File: config.mk
export PLATFORM = sky130hd
export DESIGN_NAME = instr_fetch_unit
export DESIGN_NICKNAME = d
export VERILOG_FILES = /design/src/rtl/instr_fetch_unit.sv
export SDC_FILE = /design/constraint.sdc
export NUM_CORES = 1
export LEC_CHECK = 0
export ABC_AREA = 1
export BUFFER_PORTS_ARGS = -buffer_cell sky130_fd_sc_hd__buf_2
export CORE_MARGIN = 1
export CORE_UTILIZATION = 53
export DETAILED_ROUTE_END_ITERATION = 10
export PLACE_DENSITY = 0.85
export SETUP_SLACK_MARGIN = 0.05
export SLEW_MARGIN = 0
export SYNTH_ARGS = -nofsm -noshare
export SYNTH_HDL_FRONTEND = slang
export SYNTH_SLANG_ARGS = --single-unit
File: constraint.sdc
create_clock -name clk -period 2.5 [get_ports clk]
set_input_delay 0.5 -clock clk [delete_from_list [all_inputs] [get_ports clk]]
set_output_delay 0.5 -clock clk [all_outputs]
set_load 0.02 [all_outputs]
File: src/rtl/instr_fetch_unit.sv
// Instruction fetch unit: program counter, instruction register and fetch FSM.
// Fetches from a fixed-latency synchronous program RAM, or takes words from an external source.
module instr_fetch_unit #(
  parameter int unsigned           INSTR_WIDTH = 16,
  parameter int unsigned           ADDR_WIDTH  = 8,
  parameter int unsigned           RAM_LATENCY = 1,
  parameter logic [ADDR_WIDTH-1:0] RESET_ADDR  = '0
) (
  input  logic                   clk,
  input  logic                   reset,
  input  logic                   mode_sel,
  input  logic [INSTR_WIDTH-1:0] ext_instr,
  input  logic                   ext_valid,
  input  logic                   mem_busy,
  input  logic [INSTR_WIDTH-1:0] mem_q,
  output logic [ADDR_WIDTH-1:0]  mem_addr,
  output logic                   mem_rd_en,
  input  logic                   done,
  input  logic                   pc_load,
  input  logic [INSTR_WIDTH-1:0] bus_in,
  output logic [INSTR_WIDTH-1:0] instr,
  output logic                   instr_valid,
  output logic [ADDR_WIDTH-1:0]  pc
);

  localparam int unsigned CntW = 3;

  typedef enum logic [2:0] {StIdle, StFetch, StWait, StHold, StExt} state_e;

  state_e                 state_q, state_d;
  logic [ADDR_WIDTH-1:0]  pc_q, pc_d;
  logic [ADDR_WIDTH-1:0]  mem_addr_q, mem_addr_d;
  logic                   mem_rd_en_q, mem_rd_en_d;
  logic [INSTR_WIDTH-1:0] instr_q, instr_d;
  logic                   instr_valid_q, instr_valid_d;
  logic [CntW-1:0]        cnt_q, cnt_d;

  // Only the low ADDR_WIDTH bits of bus_in form a branch target.
  logic unused_bus_in;
  assign unused_bus_in = ^bus_in;

  always_ff @(posedge clk or negedge reset) begin
    if (!reset) begin
      state_q       <= StIdle;
      pc_q          <= RESET_ADDR;
      mem_addr_q    <= RESET_ADDR;
      mem_rd_en_q   <= 1'b0;
      instr_q       <= '0;
      instr_valid_q <= 1'b0;
      cnt_q         <= '0;
    end else begin
      state_q       <= state_d;
      pc_q          <= pc_d;
      mem_addr_q    <= mem_addr_d;
      mem_rd_en_q   <= mem_rd_en_d;
      instr_q       <= instr_d;
      instr_valid_q <= instr_valid_d;
      cnt_q         <= cnt_d;
    end
  end

  always_comb begin
    state_d       = state_q;
    pc_d          = pc_q;
    mem_addr_d    = mem_addr_q;
    mem_rd_en_d   = 1'b0;
    instr_d       = instr_q;
    instr_valid_d = instr_valid_q;
    cnt_d         = cnt_q;

    unique case (state_q)
      StIdle: state_d = mode_sel ? StExt : StFetch;

      StFetch: begin
        if (!mem_busy) begin
          mem_addr_d  = pc_q;
          mem_rd_en_d = 1'b1;
          cnt_d       = CntW'(RAM_LATENCY);
          state_d     = StWait;
        end
      end

      // Counting down to zero lands the capture exactly RAM_LATENCY cycles after the strobe.
      StWait: begin
        if (cnt_q == '0) begin
          instr_d       = mem_q;
          instr_valid_d = 1'b1;
          state_d       = StHold;
        end else begin
          cnt_d = cnt_q - CntW'(1);
        end
      end

      StHold: begin
        if (done && instr_valid_q) begin
          instr_valid_d = 1'b0;
          pc_d          = pc_load ? bus_in[ADDR_WIDTH-1:0] : pc_q + ADDR_WIDTH'(1);
          state_d       = mode_sel ? StExt : StFetch;
        end
      end

      // A done cycle only clears valid, so ext_valid cannot load until the following cycle.
      StExt: begin
        if (instr_valid_q) begin
          if (done) instr_valid_d = 1'b0;
        end else if (!mode_sel) begin
          pc_d    = RESET_ADDR;
          state_d = StFetch;
        end else if (ext_valid) begin
          instr_d       = ext_instr;
          instr_valid_d = 1'b1;
        end
      end

      default: state_d = StIdle;
    endcase
  end

  assign mem_addr    = mem_addr_q;
  assign mem_rd_en   = mem_rd_en_q;
  assign instr       = instr_q;
  assign instr_valid = instr_valid_q;
  assign pc          = pc_q;

endmodule
After elaboration in Yosys (flattened, before gate mapping)
Cells that the tools add are included.
Storage, ports and cells
  input port bits: 55
  logic and storage cells: 64
  flip-flop bits (word level): 40
  memories: 0
  output and inout bits: 34
  RAM bits: 0
  bits in latches: 0
  memory bits (read-only): 0
Cells by class
  divide/modulo/power cells: 0
  reductions and logical operators: 13
  $add $sub $neg: 2
  $mul: 0
  bitwise logic cells: 1
  muxes and demuxes: 29
  magnitude comparators: 0
  eq/ne operators: 12
  shifts and indexed selects: 0
Operators by type and width (count)
  16-bit two-way mux: 4
  8-bit two-way mux: 4
  16-bit case mux with 2 select lines: 1
  3-bit two-way mux: 8
  2-bit != test (second input constant): 8
  8-bit case mux with 2 select lines: 1
  3-bit case mux with 5 select lines: 1
  5-bit AND reduction: 2
  8-bit by 1-bit adder with 8-bit output (second input constant): 1
  1-bit two-way mux: 8
  3-bit by 2-bit == test with 1-bit output (second input constant): 2
  3-bit logical NOT: 2
  3-bit case mux with 2 select lines: 1
  3-bit AND reduction: 2
  2-bit nonzero test: 3
  4-bit AND reduction: 1
  3-bit by 1-bit == test with 1-bit output (second input constant): 1
  3-bit == test (second input constant): 1
  1-bit case mux with 3 select lines: 1
  3-bit nonzero test: 1
  3-bit by 1-bit subtractor with 3-bit output (second input constant): 1
  2-bit AND reduction: 1
  1-bit logical AND: 1
  1-bit NOT: 1

Logic depth before layout (Yosys ltp)
Gate-level depths: netlist of run 1.
  word-level depth: 4
  gate-level depth with buffers: 9
  mapped depth without buffers: 8

Worst setup path before layout of run 1
No wires, ideal clock.
  path kind: register -> register
  from: register state_q[0]
  to: register instr_q[10], in the netlist instr[10]
  arrival time: 1.269 ns
  slack: 1.166 ns
  required time: 2.435 ns
  period minus slack after synthesis: 1.334 ns
  stages on the path, launching flop included: 10
  library setup time: 0.065 ns
  buffers on the path: 2
  cell sequence: dfrtp_1 nor2_2 nand2_2 buf_6 nand2_8 inv_4 nor2_8 buf_12 nand3_2 nand2_1
Between the ends
  cells in the longest elaborated chain, start to end: 3
  elaborated cells between the ends (all ways): 9
  those cells by class: 6 x eq/ne; 1 x mux; 2 x reduce/logical
Ends and longest elaborated chain
  start, declared: line 30  | state_e state_q, state_d;
  start signal, assigned: line 44  | state_q <= StIdle;
  start signal, assigned: line 52  | state_q <= state_d;
  3-bit == test / 3-bit by 2-bit == test with 1-bit output (equally long branches): line 71  | unique case (state_q)
  2-bit != test (no source line) / 2-bit nonzero test (equally long branches)
  5-bit AND reduction (no source line)
  end signal, assigned: line 56  | instr_q <= instr_d;
  end, declared: line 34  | logic [INSTR_WIDTH-1:0] instr_q, instr_d;
Several ways; a longest one is shown, not always the timed one.
A chain may end at the register's enable or synchronous reset.

Worst setup path in the final report of run 1
  from: register state_q[0]
  to: register instr_q[7], in the netlist instr[7]
Same word-level chain as after synthesis.

==> results of run 1 <==
==> final cells by class <==
type | instances | area, sq um | share of cell area, %
Multi-Input combinational cell | 233 | 1170 | 41.3
Sequential cell | 40 | 1000 | 35.3
Timing Repair Buffer | 81 | 408 | 14.4
Inverter | 26 | 100 | 3.53
Clock buffer | 7 | 86.3 | 3.05
Tap cell | 50 | 62.6 | 2.21
Clock inverter | 1 | 7.51 | 0.265
==> state kept, by name (all words and copies together) (netlist names) <==
register,flops
instr,16
mem_addr,8
pc,8
cnt_q,3
state_q,3
instr_valid,1
mem_rd_en,1
==> metal layers <==
| layer | vias up | part of all wire (%) | global-route usage [%] |
|---|---|---|---|
| met5 | - | 0 | 0 |
| met4 | 0 | 1.4 | 8.42 |
| met3 | 7 | 6.2 | 3.95 |
| met2 | 78 | 46 | 39.0 |
| met1 | 976 | 47 | 27.0 |
| li1 | 1130 | - | - |
==> worst paths after layout <==
| path | from | endpoint | slack (ns) |
|---|---|---|---|
| max in group asynchronous | reset | mem_rd_en | 1.64 |
| max | state_q[0] | instr[7] | 0.47 |
| min in group clk | bus_in[0] | pc[0] | 0.45 |
| max reg2reg | state_q[0] | instr[7] | 0.47 |
| min reg2reg | instr[0] | instr[0] | 0.48 |
| min | reset | instr[0] | 0.32 |
==> Yosys cell counts, drive strengths merged <==
master	number
xor2	2
nor2	25
nand2	137
o21ai	20
o211ai	2
inv	26
nand3b	1
a31o	1
or2	3
dfrtp	40
nand4	3
nand3	32
a21oi	4
ha	3
buf	8
clkbuf	1
==> cells by family after synthesis <==
group,Yosys count
simple gates,201
buf+inv,35
fa+ha+maj,3
compound gates,27
flops,40
xor+xnor,2
==> worst register-to-register path: stages (launching register included) <==
cell and delay (ns):
sky130_fd_sc_hd__dfrtp_1 0.51, sky130_fd_sc_hd__nor2_2 0.09, sky130_fd_sc_hd__nand2_2 0.35, sky130_fd_sc_hd__inv_1 0.13
sky130_fd_sc_hd__nand2_2 0.37, sky130_fd_sc_hd__nand3_4 0.28, sky130_fd_sc_hd__nand2_1 0.14, sky130_fd_sc_hd__nand2_1 0.06
==> report_power, final <==
group	leakage (nW)	switching, W	internal [W]
clock network	0.0445	0.000218	0.000224
logic	1.07	0.00124	0.000629
registers	0.508	0.000221	0.000943
total	1.62	0.00168	0.00180
==> stage by stage <==
stage,setup slack [ns],total power [W],instance area (sq um)
after floorplan,1.17,0.00261,2360
after global placement,0.494,0.00298,2740
after detailed placement,0.450,0.00304,2740
after CTS,0.442,0.00350,2840
after global routing,0.254,0.00378,2840
final,0.467,0.00347,2840
==> impl_results.md, run 1 <==
- Result of the run: finished, final reports clean
- Antenna cell count: 0
- Number of buffers inserted by port buffering: 80
- Routed wire per std cell: between 10 and 15 um
- Number of clock buffers inserted by TritonCTS: 5
- Number of nets with antenna violations after detailed routing: 0
- Drt total wl: 5040 um
- Mux share of post-synthesis cell area: 0%
- Maximum number of pins on one net before global-route repair: 41
- Post-cts sizing count: 0
- Maximum number of buffers from clock root to sink: 2
- Crit-path leading delay family: simple AND/OR/NAND/NOR gates
- Clk pin slew, worst setup/hold paths: 0.07 ns
- Final cycle utilization of the critical path: 81.3%
- Cell area after synthesis: 2360 sq um
- Slowest stage cell on the critical path: sky130_fd_sc_hd__dfrtp_1
- Clk sink count: 40
- Path length in cells of the critical path: 7
- Class of the most critical hold timing path: primary input to asynchronous set/reset pin
- Initial core utilization: between 50% and 60%
- Clk root buf: sky130_fd_sc_hd__clkbuf_8
- Global-route wire length before repair: 7730 um
- Number of global-route vias before repair: 1829
- Crit-path cells: nor2_2 -> nand2_2 -> inv_1 -> nand2_2 -> nand3_4 -> nand2_1 -> nand2_1
- Average size of a mapped cell: 7.67 sq um
- Filler-free cell count of the finished design: 438
- Crit path required time: 2.69 ns
- Last weighted congestion value of the routability-driven placer: 0.941
- Flip-flop and latch count after synthesis: 40
- Placed cell count: 430
- Rows: 23
- Setup crit start kind: flip-flop
- Cell types with the largest area share after synthesis: sky130_fd_sc_hd__dfrtp_1, sky130_fd_sc_hd__nand2_1, sky130_fd_sc_hd__nand3_2
- Post-CTS Setup Bufs: 0
- Top library cells by usage in the layout, fill and taps aside: sky130_fd_sc_hd__nand2_1, sky130_fd_sc_hd__buf_2, sky130_fd_sc_hd__dfrtp_1, sky130_fd_sc_hd__inv_1, sky130_fd_sc_hd__nor2_1
- Nature of the critical path endpoint: flip-flop
- H-Tree Depth: 2
- Setup violations, final: 0
- Lkg Pwr: 1.62 nW
- Relative area change from synthesis to final layout: 20.0%
- Count of mapped cells out of synthesis: 308
- Final Net Count: 445
- Detail-routed via count per cell: 5.00
- Via total after detailed routing: 2191
- Global route overflow: 0
- Layout cells sized above 1: 32.5%
- Count of maximum capacitance violations: 0
- Most common library cell in the layout ignoring fill and taps: sky130_fd_sc_hd__nand2_1
- Worst-Margin Slew: approximately 0.87 ns
- Class of the most critical setup path: flip-flop to flip-flop
- Router iterations before antenna repair: 4
- Maximum ir drop on the vdd rail: between 500 and 600 uV
- Area share of fa/ha/maj cells after synthesis: ~1.6%
- FILL cells: 363
- Final Hold Violating Endpoints: 0
- Main combinational cell family by area after synthesis: simple AND/OR/NAND/NOR gates
- Global Route Usage Sum: 22.2%
- Crit path arrival time: 2.22 ns
- Setup TNS after final layout: 0 ns
- R2r worst-path depth: 7
- Max stage delay on crit path: approximately 0.51 ns
- Largest area contributor in the synthesized netlist: sky130_fd_sc_hd__dfrtp_1
- Unrepaired setup endpoints after global routing: no
- CTS hold repair buffers: 0
- Latest clock arrival within the worst-skew pair: slightly below 0.3 ns
- Starting DRC count in detailed routing: about 100
- Power density normalized to cell area: 1230 nW/um^2
- Die boundary width: between 60 and 70 um
- Seq/Total Area, Yosys: between 40% and 50%
- Area fraction in compound gates after synthesis: 7.52%
- Ys Warns: 0
- Post-DP HPWL: around 3600 um
- Remaining design rule violation count: 0
- Std-Cell Core Area: 4140 sq um
- Post-synthesis share of cell area spent on xor and xnor gates: 0.742%
- Area of the die: 4730 sq um
- Antenna violations before repair: 0
- Share of synthesized cell area in and, or, nand and nor gates: 39.7%
- Top-area cell type share of the netlist area: between 40% and 50%
- Die H: between 60 and 70 um
- Mapped Nets: 366
- Layout Utilization: 68.4%
- Yosys cell types: 29
- Final Critical Period: 2.03 ns
- Final hold slack: 0.325 ns
- Maximum fanout encountered on the critical timing path: 20
- Buf/Inv on CP: 1
- TritonCTS clock tree: done
- Worst slew margin: between 40% and 50%
- Skew final: 0.00636 ns
- Max-slew violation count: 0
- Io pins: a little under 90
- Max Clock Freq: 492 MHz
No activity file was read; power rests on OpenSTA's default activity.
==> inputs of run 2 (changes only) <==
--- a/config.mk
+++ b/config.mk
@@ -5,12 +5,12 @@
 export SDC_FILE = /design/constraint.sdc
 export NUM_CORES = 1
 export LEC_CHECK = 0
-export ABC_AREA = 1
+export ABC_AREA = 0
 export BUFFER_PORTS_ARGS = -buffer_cell sky130_fd_sc_hd__buf_2
 export CORE_MARGIN = 1
-export CORE_UTILIZATION = 53
+export CORE_UTILIZATION = 48
 export DETAILED_ROUTE_END_ITERATION = 10
-export PLACE_DENSITY = 0.85
+export PLACE_DENSITY = 0.8
 export SETUP_SLACK_MARGIN = 0.05
 export SLEW_MARGIN = 0
 export SYNTH_ARGS = -nofsm -noshare
==> constraint.sdc (replaced) <==
create_clock -name clk -period 2 [get_ports clk]
set_input_delay 0.4 -clock clk [delete_from_list [all_inputs] [get_ports clk]]
set_output_delay 0.4 -clock clk [all_outputs]
set_load 0.02 [all_outputs]
==> impl_results.md, run 2 <==
- Library cell with the highest instance count after synthesis: sky130_fd_sc_hd__dfrtp_1 (was sky130_fd_sc_hd__nand2_1)
- Top library cells by usage in the layout, fill and taps aside: sky130_fd_sc_hd__buf_2, sky130_fd_sc_hd__dfrtp_1, sky130_fd_sc_hd__mux2_2, sky130_fd_sc_hd__buf_4, sky130_fd_sc_hd__a21oi_1 (was sky130_fd_sc_hd__nand2_1, sky130_fd_sc_hd__buf_2, sky130_fd_sc_hd__dfrtp_1, sky130_fd_sc_hd__inv_1, sky130_fd_sc_hd__nor2_1)
- Instance area at placement: 2600 sq um (was 2740 sq um)
- Nature of the critical path endpoint: flip-flop (unchanged)
- Worst-Margin Slew: 0.497 ns (was 0.870 ns)
- Die H: 68.7 um (was 68.8 um)
- Routed wire per std cell: 14.3 um (was 11.5 um)
- Number of enable-type register cells in the synthesized netlist: 0 (unchanged)
- Top flip-flop cell by instance count after synthesis: sky130_fd_sc_hd__dfrtp_1 (unchanged)
- Flip-flop and latch count after synthesis: 40 (unchanged)
- Final cycle utilization of the critical path: 94.8% (was 81.3%)
- Io pins: 89 (unchanged)
- Number of buffers inserted by port buffering: 80 (unchanged)
- Maximum fanout encountered on the critical timing path: 7 (was 20)
- Relative area change from synthesis to final layout: 28.2% (was 20.0%)
- Crit path required time: 2.17 ns (was 2.69 ns)
- Proportion of power drawn by combinational gates: 51.2% (was 53.8%)
- Max FFs per register: 16 (unchanged)
- Layout Utilization: 66.0% (was 68.4%)
- Final Critical Period: 1.90 ns (was 2.03 ns)
- Crit-path leading delay family: compound AO/OA/AOI/OAI gates (was simple AND/OR/NAND/NOR gates)
- TritonCTS clock tree: done (unchanged)
- Mapped Nets: 235 (was 366)
- Setup violations, final: 0 (unchanged)
- Total met3 wirelength after detailed routing: 314 um (was 313 um)
- Skew final: 0.00515 ns (was 0.00636 ns)
- Crit path arrival time: 2.07 ns (was 2.22 ns)
- Most used cell along the critical path: sky130_fd_sc_hd__inv_1
- Slowest stage cell on the critical path: sky130_fd_sc_hd__o32a_4 (was sky130_fd_sc_hd__dfrtp_1)
- Routed met2 length: 2210 um (was 2300 um)
- Latest clock arrival within the worst-skew pair: 0.29 ns (about the same)
- Net switching power: 0.00164 W (was 0.00168 W)
- Share of total power in the clock network: 12.3% (was 12.7%)
- Maximum ir drop on the vdd rail: 652 uV (was 579 uV)
- Crit-path cells: inv_1 -> ha_1 -> inv_1 -> o32a_4 -> nor2_8 -> buf_4 -> mux2_4 (was nor2_2 -> nand2_2 -> inv_1 -> nand2_2 -> nand3_4 -> nand2_1 -> nand2_1)
- Global route overflow: 0 (unchanged)
- Maximum number of buffers from clock root to sink: 2 (unchanged)
- Setup crit start kind: flip-flop (unchanged)
- Largest area contributor in the synthesized netlist: sky130_fd_sc_hd__dfrtp_1 (unchanged)
- Clk pin slew, worst setup/hold paths: 0.07 ns (about the same)
- Layout cells sized above 1: 54.2% (was 32.5%)
- Count of mapped cells out of synthesis: 177 (was 308)
- Number of clock buffers inserted by TritonCTS: 5 (unchanged)
- Seq/Total Area, Yosys: 46.9% (was 42.4%)
- Router iterations before antenna repair: 4 (unchanged)
- Power share of the sequential group: 36.4% (was 33.5%)
- Global-route wire length before repair: 6900 um (was 7730 um)
- Starting DRC count in detailed routing: 94 (was 104)
- Via total after detailed routing: 1746 (was 2191)
- Cell area after synthesis: 2130 sq um (was 2360 sq um)
- Total power: 0.00404 W (was 0.00347 W)
- Max Clock Freq: 528 MHz (was 492 MHz)
- Cell types with the largest area share after synthesis: sky130_fd_sc_hd__dfrtp_1, sky130_fd_sc_hd__mux2_2, sky130_fd_sc_hd__mux2_4 (was sky130_fd_sc_hd__dfrtp_1, sky130_fd_sc_hd__nand2_1, sky130_fd_sc_hd__nand3_2)
- Cell internal power dissipation: 0.00240 W (was 0.00180 W)
- FILL cells: 338 (was 363)
- Class of the most critical hold timing path: primary input to asynchronous set/reset pin (unchanged)
- Detail-routed via count per cell: 5.44 (was 5.00)
- Post-DP HPWL: 3300 um (was 3640 um)
- Setup TNS after final layout: 0 ns (unchanged)
- Result of the run: finished, final reports clean (unchanged)
- Synth async-reset ratio: 100% (unchanged)
- Setup WS pre-CTS: 0.0723 ns (was 0.450 ns)
- Count of maximum capacitance violations: 0 (unchanged)
- Post-cts sizing count: 0 (unchanged)
- Number of global-route vias before repair: 1584 (was 1829)
- Yosys cell types: 41 (was 29)
- Std-Cell Core Area: 4140 sq um (unchanged)
- Average size of a mapped cell: 12.1 sq um (was 7.67 sq um)
- Remaining design rule violation count: 0 (unchanged)
- Last weighted congestion value of the routability-driven placer: 0.760 (was 0.941)
- Non-Filler Cell Area, Final: 2740 sq um (was 2840 sq um)
- Top cell types by occurrence after synthesis: sky130_fd_sc_hd__dfrtp_1, sky130_fd_sc_hd__mux2_2, sky130_fd_sc_hd__a21oi_1 (was sky130_fd_sc_hd__nand2_1, sky130_fd_sc_hd__dfrtp_1, sky130_fd_sc_hd__inv_1)
- H-Tree Depth: 2 (unchanged)
- Clk root buf: sky130_fd_sc_hd__clkbuf_8 (unchanged)
- Antenna cell count: 0 (unchanged)
- Met1 wire length: 1990 um (was 2360 um)
- Final Hold Violating Endpoints: 0 (unchanged)
- Global Route Usage Sum: 20.1% (was 22.2%)
- Final Net Count: 329 (was 445)
- Final setup slack of the worst path: 0.105 ns (was 0.467 ns)
- Class of the most critical setup path: flip-flop to flip-flop (unchanged)
- Drt total wl: 4580 um (was 5040 um)
- Unrepaired setup endpoints after global routing: no (unchanged)
- CTS hold repair buffers: 0 (unchanged)
- Die boundary width: 68.7 um (was 68.8 um)
- Clk sink count: 40 (unchanged)
- Max stage delay on crit path: 0.40 ns (was 0.51 ns)
- Maximum number of pins on one net before global-route repair: 41 (unchanged)
- Max-slew violation count: 0 (unchanged)
- Switching fraction of total power: 40.6% (was 48.3%)
- Lkg Pwr: 1.36 nW (was 1.62 nW)
- Power density normalized to cell area: 1480 nW/um^2 (was 1230 nW/um^2)
- Top-area cell type share of the netlist area: 46.9% (was 42.4%)
- Worst slew margin: 66.8% (was 42.0%)
- Number of nets with antenna violations after detailed routing: 0 (unchanged)
- Rows: 23 (unchanged)
- Antenna violations before repair: 0 (unchanged)
- Initial core utilization: 51.5% (was 57.0%)
- Most common library cell in the layout ignoring fill and taps: sky130_fd_sc_hd__buf_2 (was sky130_fd_sc_hd__nand2_1)
- Ys Warns: 0 (unchanged)
- Top Metal Used: met4 (unchanged)
- Buf/Inv on CP: 3 (was 1)
- Area of the die: 4720 sq um (was 4730 sq um)
## run 2: worst paths after layout
check / slack, ns / cells after the start / endpoint / start
setup / recovery: 0.10 / 7 / instr[13] / cnt_q[0]
hold / removal: 0.16 / 2 / instr[0] / reset
setup reg to reg: 0.10 / 7 / instr[13] / cnt_q[0]
hold reg to reg: 0.51 / 1 / instr[7] / instr[7]
max in group asynchronous: 1.49 / 2 / mem_addr[6] / reset
min in group clk: 0.38 / 3 / pc[7] / bus_in[7]
## run 2: power by group through the flow
| stage | combinational, W | sequential (W) | clock [W] |
|---|---|---|---|
| 4_1_cts | 0.00204 | 0.00147 | 0.000514 |
| 5_1_grt | 0.00226 | 0.00153 | 0.000541 |
| 3_3_place_gp | 0.00198 | 0.00146 | 0 |
| 6_report | 0.00207 | 0.00147 | 0.000498 |
| 3_5_place_dp | 0.00203 | 0.00149 | 0 |
| 2_1_floorplan | 0.00103 | 0.00184 | 0 |
## run 2: worst reg2reg max path: cells and delay by family, from the launching register on
| kind | cells | cell delay (ns) |
|---|---|---|
| multiplexers | 1 | 0.31 |
| AO/OA/AOI/OAI | 1 | 0.40 |
| AND/OR/NAND/NOR | 1 | 0.18 |
| buffers and inverters | 3 | 0.34 |
| adder cells (fa/ha/maj) | 1 | 0.17 |
| flip-flops | 1 | 0.39 |
## run 2: repair_timing
item / 4_1_cts / 5_1_grt
setup buffers: 0 / 6
endpoints found under the setup margin: 0 / 7
hold endpoints to repair: 0 / 0
## run 2: area by class of cell
type                            count  area (sq um)  area share [%]
Inverter                            8          30.0            1.10
Sequential cell                    40          1000            36.6
Clock buffer                        6          72.6            2.65
Tap cell                           50          62.6            2.29
Timing Repair Buffer               95           526            19.2
Multi-Input combinational cell    121          1040            38.0
Clock inverter                      1          5.00           0.183
## run 2: cell families (layout without fill, tap and decap cells)
group	count (synthesis)	after routing	synth area share (%)
AO/OA/AOI/OAI	37	37	11.8
XOR/XNOR	2	2	0.821
adder cells (fa/ha/maj)	3	3	1.76
buffers and inverters	16	110	4.92
flip-flops	40	40	46.9
multiplexers	42	42	23.6
AND/OR/NAND/NOR	37	37	10.1
## run 2: per-layer routing
| metal | GRT usage (%) | vias to the layer above |
|---|---|---|
| met5 | 0 | - |
| met4 | 7.81 | 0 |
| met3 | 4.11 | 8 |
| met2 | 34.7 | 71 |
| met1 | 24.5 | 832 |
| li1 | - | 835 |
## run 2: per-stage QoR
stage / instances / hold WS (ns)
after floorplan: 177 / 0.104
after global placement: 308 / 0.484
after detailed placement: 308 / 0.486
after CTS: 315 / 0.176
after global routing: 321 / 0.210
final: 321 / 0.156
==> inputs of run 3 (changes only) <==
--- a/config.mk
+++ b/config.mk
@@ -6,11 +6,12 @@
 export NUM_CORES = 1
 export LEC_CHECK = 0
 export ABC_AREA = 0
-export BUFFER_PORTS_ARGS = -buffer_cell sky130_fd_sc_hd__buf_2
 export CORE_MARGIN = 1
-export CORE_UTILIZATION = 48
+export CORE_UTILIZATION = 55
+export CTS_CLUSTER_SIZE = 14
 export DETAILED_ROUTE_END_ITERATION = 10
-export PLACE_DENSITY = 0.8
+export DONT_BUFFER_PORTS = 1
+export PLACE_DENSITY = 0.7
 export SETUP_SLACK_MARGIN = 0.05
 export SLEW_MARGIN = 0
 export SYNTH_ARGS = -nofsm -noshare
==> impl_results.md, run 3 (synthesis gave the netlist of run 2 again) <==
- Maximum number of pins on one net before global-route repair: 41 (unchanged)
- TritonCTS clock tree: done (unchanged)
- Post-cts sizing count: 0 (unchanged)
- Non-Filler Cell Area, Final: 2350 sq um (was 2740 sq um)
- Io pins: 89 (unchanged)
- Router iterations before antenna repair: 4 (unchanged)
- Number of global-route vias before repair: 1463 (was 1584)
- Crit-path leading delay family: compound AO/OA/AOI/OAI gates (unchanged)
- Layout Utilization: 63.7% (was 66.0%)
- Final Critical Period: 1.85 ns (was 1.90 ns)
- Most common library cell in the layout ignoring fill and taps: sky130_fd_sc_hd__dfrtp_1 (was sky130_fd_sc_hd__buf_2)
- Crit path required time: 2.18 ns (was 2.17 ns)
- Antenna cell count: 0 (unchanged)
- Last weighted congestion value of the routability-driven placer: 0.792 (was 0.760)
- Number of nets with antenna violations after detailed routing: 0 (unchanged)
- Max stage delay on crit path: 0.40 ns (about the same)
- Global Route Usage Sum: 22.9% (was 20.1%)
- Initial core utilization: 57.9% (was 51.5%)
- Maximum ir drop on the vdd rail: 777 uV (was 652 uV)
- Clk pin slew, worst setup/hold paths: 0.07 ns (about the same)
- Most used cell along the critical path: sky130_fd_sc_hd__inv_1 (unchanged)
- Post-DP HPWL: 3140 um (was 3300 um)
- Remaining design rule violation count: 0 (unchanged)
- Top library cells by usage in the layout, fill and taps aside: sky130_fd_sc_hd__dfrtp_1, sky130_fd_sc_hd__mux2_2, sky130_fd_sc_hd__a21oi_1, sky130_fd_sc_hd__mux2_4, sky130_fd_sc_hd__buf_4 (was sky130_fd_sc_hd__buf_2, sky130_fd_sc_hd__dfrtp_1, sky130_fd_sc_hd__mux2_2, sky130_fd_sc_hd__buf_4, sky130_fd_sc_hd__a21oi_1)
- Max FFs per register: 16 (unchanged)
- H-Tree Depth: 2 (unchanged)
- Worst slew margin: 73.4% (was 66.8%)
- Layout cells sized above 1: 34.4% (was 54.2%)
- Area of the multi-input gates: 1040 sq um (unchanged)
- Latest clock arrival within the worst-skew pair: 0.29 ns (about the same)
- Area of the die: 4130 sq um (was 4720 sq um)
- FILL cells: 308 (was 338)
- Relative area change from synthesis to final layout: 10.1% (was 28.2%)
- Crit-path cells: inv_1 -> ha_1 -> inv_1 -> o32a_4 -> nor2_8 -> buf_4 -> mux2_4 (unchanged)
- Buf/Inv on CP: 3 (unchanged)
- Unrepaired setup endpoints after global routing: no (unchanged)
- Crit path arrival time: 2.03 ns (was 2.07 ns)
- Total power: 0.00375 W (was 0.00404 W)
- Max-slew violation count: 0 (unchanged)
- Lkg Pwr: 1.02 nW (was 1.36 nW)
- Nature of the critical path endpoint: flip-flop (unchanged)
- Final Hold Violating Endpoints: 0 (unchanged)
- Final Net Count: 247 (was 329)
- Setup TNS after final layout: 0 ns (unchanged)
- Global-route wire length before repair: 7050 um (was 6900 um)
- Power density normalized to cell area: 1590 nW/um^2 (was 1480 nW/um^2)
- Detail-routed via count per cell: 6.09 (was 5.44)
- Routed wire per std cell: 18.5 um (was 14.3 um)
- Number of clock buffers inserted by TritonCTS: 5 (unchanged)
- Final cycle utilization of the critical path: 92.5% (was 94.8%)
- Std-Cell Core Area: 3690 sq um (was 4140 sq um)
- Drt total wl: 4380 um (was 4580 um)
- Skew final: 0.00500 ns (was 0.00515 ns)
- Clk root buf: sky130_fd_sc_hd__clkbuf_8 (unchanged)
- Setup violations, final: 0 (unchanged)
- Class of the most critical hold timing path: primary input to flip-flop (was primary input to asynchronous set/reset pin)
- Slowest stage cell on the critical path: sky130_fd_sc_hd__o32a_4 (unchanged)
- Via total after detailed routing: 1443 (was 1746)
- Instance area at placement: 2200 sq um (was 2600 sq um)
- Maximum number of buffers from clock root to sink: 2 (unchanged)
- Rows: 22 (was 23)
- Class of the most critical setup path: flip-flop to flip-flop (unchanged)
- Die boundary width: 64.3 um (was 68.7 um)
- Global route overflow: 0 (unchanged)
- Result of the run: finished, final reports clean (unchanged)
- Maximum fanout encountered on the critical timing path: 5 (was 7)
- Count of maximum capacitance violations: 0 (unchanged)
- Clk sink count: 40 (unchanged)
- Starting DRC count in detailed routing: 49 (was 94)
- Worst-Margin Slew: 0.398 ns (was 0.497 ns)
- Storage element area: 1000 sq um (unchanged)
- Max Clock Freq: 540 MHz (was 528 MHz)
- Setup crit start kind: flip-flop (unchanged)
- Number of buffers inserted by port buffering: 0 (was 80)
- Antenna violations before repair: 0 (unchanged)
- Die H: 64.3 um (was 68.7 um)
## run 3: cell types whose count changed in the layout (fill, tap and decap cells not counted)
cell	change
sky130_fd_sc_hd__dlygate4sd3_1	+1
sky130_fd_sc_hd__buf_4	-5
sky130_fd_sc_hd__buf_12	+2
sky130_fd_sc_hd__buf_2	-80
sky130_fd_sc_hd__clkinvlp_4	+1
sky130_fd_sc_hd__clkbuf_1	-1
## run 3: worst paths after layout
| kind | startpoint | end | slack [ns] | cells after the start |
|---|---|---|---|---|
| max reg2reg | cnt_q[0] | instr[15] | 0.15 | 7 |
| min | pc_load | pc[7] | 0.21 | 1 |
| max in group asynchronous | reset | instr[5] | 1.24 | 2 |
| max | cnt_q[0] | instr[15] | 0.15 | 7 |
| min reg2reg | cnt_q[1] | cnt_q[1] | 0.58 | 2 |
| min in group asynchronous | reset | pc[6] | 0.57 | 2 |
## run 3: metrics by stage
step / worst slack, ns / hold WS, ns / cells
floorplan: 0.244 / 0.104 / 177
global placement: 0.133 / 0.106 / 225
detailed placement: 0.0655 / 0.105 / 225
CTS: 0.0588 / 0.197 / 234
global route: 0.0720 / 0.210 / 237
finish: 0.150 / 0.207 / 237
## run 3: area by class of cell
class | count | share of cell area [%]
inverter | 8 | 1.28
tap | 48 | 2.56
multi-input combinational | 121 | 44.2
sequential | 40 | 42.6
clock inverter | 2 | 0.532
timing repair buffer | 13 | 5.86
clock buffer | 5 | 2.93
## run 3: per-layer routing
metal	up-vias	global-route usage, %	part of all wire, %
met5	-	0	0
li1	663	-	-
met2	72	38.8	51
met3	8	7.32	7.9
met4	0	8.89	1.7
met1	700	26.8	40
## run 3: what timing repair did
item | CTS | global route
hold endpoints to repair | 40 | 0
buffers inserted | 0 | 3
endpoints found under the setup margin | 0 | 16
hold buffers | 2 | 0
## run 3: report_power, final
group          internal [W]  switching [W]
clock network      0.000236       0.000271
logic              0.000746       0.000643
registers           0.00118       0.000666
